File: src/rtl/clint_bus_arbiter.sv
// clint_bus_arbiter: registered round-robin arbiter sharing the CLINT stb/we/ack port between two masters.
// Define ARB_TIMEOUT_EN to abort a grant with an error ack after TIMEOUT cycles without slave ack.
module clint_bus_arbiter #(
   parameter int AW      = 16,
   parameter int TIMEOUT = 255
) (
   input  logic          i_clk,
   input  logic          i_rst,
   input  logic [AW-1:0] i_m0_addr,
   input  logic [3:0]    i_m0_we,
   input  logic [31:0]   i_m0_dat_w,
   input  logic          i_m0_stb,
   output logic          o_m0_ack,
   output logic [31:0]   o_m0_dat_r,
   output logic          o_m0_err,
   input  logic [AW-1:0] i_m1_addr,
   input  logic [3:0]    i_m1_we,
   input  logic [31:0]   i_m1_dat_w,
   input  logic          i_m1_stb,
   output logic          o_m1_ack,
   output logic [31:0]   o_m1_dat_r,
   output logic          o_m1_err,
   output logic [AW-1:0] o_s_addr,
   output logic [3:0]    o_s_we,
   output logic [31:0]   o_s_dat_w,
   output logic          o_s_stb,
   input  logic          i_s_ack,
   input  logic [31:0]   i_s_dat_r
);
   typedef enum logic [1:0] {IDLE, OWN0, OWN1} state_t;
   state_t state, state_nx;
   logic last_served, own0, own1, req, tmo, done;

   if (TIMEOUT < 1 || TIMEOUT > 65535) begin : g_bad_timeout
      $error("clint_bus_arbiter: TIMEOUT must be 1..65535");
   end

   assign own0 = state == OWN0;
   assign own1 = state == OWN1;
   assign req  = (own0 & i_m0_stb) | (own1 & i_m1_stb);

`ifdef ARB_TIMEOUT_EN
   logic [15:0] cnt;
   // IDLE always precedes a grant, so clearing there restarts the count at every grant
   always_ff @(posedge i_clk)
      if (i_rst || state == IDLE) cnt <= '0;
      else cnt <= cnt + 16'd1;
   assign tmo = req & (cnt == 16'(TIMEOUT));
`else
   assign tmo = 1'b0;
`endif

   always_comb begin
      o_s_addr   = own0 ? i_m0_addr  : own1 ? i_m1_addr  : '0;
      o_s_we     = own0 ? i_m0_we    : own1 ? i_m1_we    : '0;
      o_s_dat_w  = own0 ? i_m0_dat_w : own1 ? i_m1_dat_w : '0;
      o_s_stb    = req & ~tmo;
      done       = ((o_s_stb & i_s_ack) | tmo) & ~i_rst;
      o_m0_ack   = own0 & done;
      o_m1_ack   = own1 & done;
      o_m0_err   = o_m0_ack & tmo;
      o_m1_err   = o_m1_ack & tmo;
      o_m0_dat_r = (o_m0_ack & ~tmo & (i_m0_we == 4'd0)) ? i_s_dat_r : '0;
      o_m1_dat_r = (o_m1_ack & ~tmo & (i_m1_we == 4'd0)) ? i_s_dat_r : '0;
      state_nx   = (state == IDLE) ?
                      ((i_m0_stb & i_m1_stb) ? (last_served ? OWN0 : OWN1) :
                       i_m0_stb ? OWN0 : i_m1_stb ? OWN1 : IDLE) :
                   (done | ~req) ? IDLE : state;
   end

   // last_served only moves on a completed (or timed-out) transfer, never on an abort
   always_ff @(posedge i_clk)
      if (i_rst) begin
         state       <= IDLE;
         last_served <= 1'b1;
      end else begin
         state <= state_nx;
         if (done) last_served <= own1;
      end
endmodule
File: config.mk
export PLATFORM = sky130hd
export DESIGN_NAME = clint_bus_arbiter
export DESIGN_NICKNAME = d
export VERILOG_FILES = /design/src/rtl/clint_bus_arbiter.sv
export SDC_FILE = /design/constraint.sdc
export NUM_CORES = 1
export LEC_CHECK = 0
export ABC_AREA = 0
export BUFFER_PORTS_ARGS = -buffer_cell sky130_fd_sc_hd__buf_2
export CELL_PAD_IN_SITES_DETAIL_PLACEMENT = 0
export CELL_PAD_IN_SITES_GLOBAL_PLACEMENT = 1
export CORE_MARGIN = 2
export CORE_UTILIZATION = 17
export CTS_BUF_LIST = sky130_fd_sc_hd__clkbuf_16
export DETAILED_ROUTE_END_ITERATION = 6
export GPL_ROUTABILITY_DRIVEN = 0
export GPL_TIMING_DRIVEN = 0
export PLACE_DENSITY_LB_ADDON = 0.08
export RECOVER_POWER = 50
export SLEW_MARGIN = 30
export SYNTH_ARGS = -nofsm -noshare
export SYNTH_HDL_FRONTEND = slang
export SYNTH_SLANG_ARGS = --single-unit
File: constraint.sdc
create_clock -name i_clk -period 1.2 [get_ports i_clk]
set_clock_uncertainty 0.05 [all_clocks]
set_input_delay 0.06 -clock i_clk [delete_from_list [all_inputs] [get_ports i_clk]]
set_output_delay 0.06 -clock i_clk [all_outputs]
set_load 0.01 [all_outputs]
-- After elaboration in Yosys (flattened, before gate mapping)
Cells that the tools add are included.
Widths: inputs -> output; s select.
- equal/unequal tests: 2
- muxes and demuxes: 14
- bitwise operators: 13
- reductions and logical operators: 4
- operators by type and width (kind ; number):
    $mux 32 ; 4
    $mux 16 ; 2
    $mux 2 ; 6
    $and 1x1->1 ; 9
    $logic_not 4->1 ; 2
    $mux 4 ; 2
    $eq 2x1->1 const B ; 1
    $eq 2x2->1 const B ; 1
    $logic_not 2->1 ; 1
    $not 1->1 ; 2
    $or 1x1->1 ; 2
    $reduce_bool 2->1 ; 1
- input bits: 141
- output and inout bits: 121
- register bits: 3
- word-level logic and storage cells: 35

-- Longest topological paths before layout
- word-level depth: 8
- depth in mapped cells: 5

-- Worst setup path after synthesis
No wires, ideal clock.
- kind: register to output
- from: reg state[0]
- to: out o_m1_dat_r[10]
- path buffers: 2
- slack: -0.202 ns
- data required time: 1.090 ns
- arrival time: 1.292 ns
- cell stages (with the launch flop): 5
- path through: dfxtp_1 -> buf_2 -> nand3b_1 -> buf_2 -> nor4_2
- longest elaborated chain between the ends: 8
- elaborated cells on any way between the ends: 10
- classes of those cells: eq/ne (2); mux (1); bitwise (7)
- ends and longest elaborated chain (item ; RTL line ; text):
    from (decl) ; 31 ; state_t state, state_nx;
    from (signal assigned) ; 77 ; state <= state_nx;
    $eq 2x1->1 or $eq 2x2->1 (tied branches) ; 38, 39 ;
    $and 1x1->1 ; 40 ; assign req = (own0 & i_m0_stb) | (own1 & i_m1_stb);
    $or 1x1->1 ; 40 ;
    $and 1x1->1 (2 in a row) ; 58 ; done = ((o_s_stb & i_s_ack) | tmo) & ~i_rst;
    $and 1x1->1 (*) ; 60 ; o_m1_ack = own1 & done;
    $and 1x1->1 (*) ; 64 ; o_m1_dat_r = (o_m1_ack & ~tmo & (i_m1_we == 4'd0)) ? i_s_dat_r : '0;
    $mux 32 (*) ; 64 ;
    to (decl) ; 21 ; output logic [31:0] o_m1_dat_r,
Every way passes the cells marked *; elsewhere a longest branch is shown, timed or not.

-- Final worst setup path
- from: reg state[1]
- to: out o_m0_dat_r[8]
- longest elaborated chain between the ends: 8
- elaborated cells on any way between the ends: 10
- classes of those cells: eq/ne (2); mux (1); bitwise (7)
- ends and longest elaborated chain (item ; RTL line ; text):
    $eq 2x1->1 or $eq 2x2->1 (tied branches) ; 38, 39 ;
    $and 1x1->1 ; 40 ;
    $or 1x1->1 ; 40 ;
    $and 1x1->1 (2 in a row) ; 58 ;
    $and 1x1->1 (*) ; 59 ; o_m0_ack = own0 & done;
    $and 1x1->1 (*) ; 63 ; o_m0_dat_r = (o_m0_ack & ~tmo & (i_m0_we == 4'd0)) ? i_s_dat_r : '0;
    $mux 32 (*) ; 63 ;
    to (decl) ; 14 ; output logic [31:0] o_m0_dat_r,
Marked as above.

==> flow_metrics.env <==
export IMPL_dr_pass1_iters=4
export IMPL_power_frac_comb_pct=65.7
export IMPL_layout_common_cells="buf_2, nor4_4, a22o_1, inv_1, buf_6"
export IMPL_rows=37
export IMPL_final_common_cell="buf_2"
export IMPL_grt_overflow=0
export IMPL_slew_headroom_pct=62.8
export IMPL_ys_seq_elements=3
export IMPL_wl_per_cell_um=16.9
export IMPL_setup_ws_ps=-378
export IMPL_syn_to_final_growth_pct=138
export IMPL_r2r_cells=3
export IMPL_cellPowerDensity_mw_per_mm2=419
export IMPL_crit_path_end_kind="output port"
export IMPL_finalHoldViolations=0
export IMPL_power_frac_seq_pct=6.0
export IMPL_design_area_mm2=0.00437
export IMPL_port_buffers=259
export IMPL_critPathRequiredTime_ps=1090
export IMPL_vias=2823
export IMPL_nFillCells=1072
export IMPL_p_leak_nw=2.38
export IMPL_cp_buffers_inverters=3
export IMPL_grt_antenna_before_repair=0
export IMPL_power_total_w=0.00183
export IMPL_cpMaxStageDelayCell="dfxtp_4"
export IMPL_die_h_um=108
export IMPL_min_from="i_rst"
export IMPL_clockPowerShare_pct=28.3
export IMPL_startpoint_type="register"
export IMPL_fin_setup_tns_ps=-35980
export IMPL_critPathMaxStageDelay_ps=350
export IMPL_syn_area_per_cell_um2=8.89
export IMPL_register_area_um2=65.1
export IMPL_drt_iter0_drc=76
export IMPL_viasPerCell=4.53
export IMPL_yosys_warnings=0
export IMPL_path_cells="nand3b_1 > buf_6 > clkbuf_16 > nor4_2 > buf_2"
export IMPL_r2r_setup_slack_ps=-30
export IMPL_swShare_pct=39.7
export IMPL_violations="negative setup slack"
export IMPL_dpl_instance_area_mm2=0.00365
export IMPL_cts_sinks=3
export IMPL_drc=0
export IMPL_cts_root_buf="clkbuf_16"
export IMPL_grt_pass1_wl_um=14100
export IMPL_grt_pass1_vias=2741
export IMPL_maxSlewViolCount=0
export IMPL_p_int_w=0.00110
export IMPL_synth_top_cell_area_share_pct=36.7
export IMPL_die_area_mm2=0.0117
export IMPL_netlist_area_mm2=0.00184
export IMPL_ir_worst_vdd_mv=0.376
export IMPL_yosys_area_top_type="nor4_2"
export IMPL_clk_pin_slew_ps=30
export IMPL_cts_tree="yes"
export IMPL_drive_gt1_share_pct=79.7
export IMPL_worst_path_max_fanout=9
export IMPL_clockBufferDepth=2
export IMPL_cts_inserted_buffers=3
export IMPL_io_pins=262
export IMPL_setup_viol=120
export IMPL_h_tree_depth=1
export IMPL_drt_wl_total_um=10500
export IMPL_diodes=0
export IMPL_cts_hold_fix_buffers=0
export IMPL_core_area_mm2=0.0104
export IMPL_syn_inst=207
export IMPL_cp_depth=5
export IMPL_worstHoldPathType="in -> reg"
export IMPL_finalCritPeriodShare_pct=132
export IMPL_max_slew_worst_pin_slew_ps=558
export IMPL_crit_family="buffers and inverters"
export IMPL_worstPathArrival_ps=1470
export IMPL_clk_latency_ps=220
export IMPL_min_delay_worst_endpoint="state[1]$_SDFFE_PP0P_"
export IMPL_grtUsageTotal_pct=15.3
export IMPL_start_util_pct=17.7
export IMPL_rsz0062_at_grt="true"
export IMPL_synth_cell_types=24
export IMPL_maxCapViolCount=0
export IMPL_final_nets=629
export IMPL_status="finished, violations left"
export IMPL_synth_area_leaders="nor4_2, a22o_1, nor4_4"
export IMPL_die_w_um=108
export IMPL_final_util_pct=41.9
export IMPL_yosysSeqAreaShare_pct=3.27
export IMPL_max_freq_mhz=634
export IMPL_path_class="reg -> out"
export IMPL_grt_start_max_net_pins=11
export IMPL_dp_hpwl_um=8320
export IMPL_hold_path_depth=2
export IMPL_r2r_end="state[0]$_SDFFE_PP0P_"
export IMPL_reg2reg_from="state[1]$_SDFFE_PP0P_"
export IMPL_multi_input_area_mm2=0.00191
export IMPL_min_period_ps=1580
export IMPL_ant_nets=0
export IMPL_power_switching_w=0.000728
## worst reg2reg max path, delay by kind of cell (launching register included)
kind,cells,cell delay [ps]
AND/OR/NAND/NOR,1,400
flip-flops,1,350
AO/OA/AOI/OAI,1,170
buffers and inverters,1,150
## Yosys cell counts
cell type / n
dfxtp_1: 3
nand4b_1: 1
or3b_2: 1
and3b_1: 1
nand2_1: 1
a221oi_1: 1
nor2_1: 3
nand3b_1: 2
buf_6: 8
a211o_1: 1
nor2b_1: 2
nor4_2: 54
a2111oi_0: 1
conb_1: 1
a22o_1: 52
buf_2: 23
and4b_1: 1
clkbuf_1: 3
or4_4: 2
inv_1: 32
buf_4: 2
nor4_1: 4
nor4_4: 6
nand2b_1: 2
## cells by family after synthesis
family                 count (synthesis)  synth area share, %
AO/OA/AOI/OAI                         55                 26.2
other                                  1                0.204
AND/OR/NAND/NOR                       80                 51.2
buffers and inverters                 68                 19.1
flip-flops                             3                 3.27
## power groups by stage
stage                     Clock [W]  Combinational [W]  Sequential [W]
final                      0.000519            0.00120        0.000110
after global routing       0.000532            0.00129        0.000111
after global placement            0           0.000986        0.000112
after detailed placement          0           0.000985        0.000112
after floorplan                   0           0.000548        0.000111
after CTS                  0.000523            0.00107        0.000109
## worst max-delay path by stage
stage                          start             end  slack (ps)
2_1_floorplan  state[0]$_SDFFE_PP0P_  o_m1_dat_r[23]        -140
3_3_place_gp   state[1]$_SDFFE_PP0P_  o_m0_dat_r[12]        -430
3_5_place_dp   state[1]$_SDFFE_PP0P_  o_m0_dat_r[12]        -450
4_1_cts        state[0]$_SDFFE_PP0P_  o_m1_dat_r[28]        -340
5_1_grt        state[0]$_SDFFE_PP0P_   o_m1_dat_r[8]        -430
6_report       state[1]$_SDFFE_PP0P_   o_m0_dat_r[8]        -380
## per-stage QoR
step / instances / setup slack, ps / hold WS [ps]
after detailed placement: 603 / -453 / 239
after global placement: 603 / -428 / 238
after CTS: 615 / -337 / 1.68
after global routing: 623 / -427 / 42.6
final: 623 / -378 / 24.4
after floorplan: 208 / -144 / 98.4
## sequential cells by signal, summed over array words and instances, names as in the netlist
register and count:
last_served 1, state 2
## routing by layer
layer	vias up	global-route usage (%)	routed length, µm
met2	132	27.9	5510
met1	1312	18.9	4090
met4	0	2.84	93
met3	6	2.89	803
met5	-	0	0
li1	1373	-	-
## cell type report
type / instances / area share, %
timing repair buffer: 277 / 36.3
tap: 136 / 3.89
sequential: 3 / 1.49
multi-input combinational: 137 / 43.6
inverter: 32 / 2.75
clock buffer: 3 / 1.72
buffer: 34 / 10.1
clock inverter: 1 / 0.0859
## timing repair
item | 4_1_cts | 5_1_grt
endpoints found under the setup margin | 120 | 122
gates resized for setup | 44 | 47
cloned | 2 | 7
buffers inserted | 7 | 3
pin swaps | 2 | 23
(Power assumes the default switching activity.)
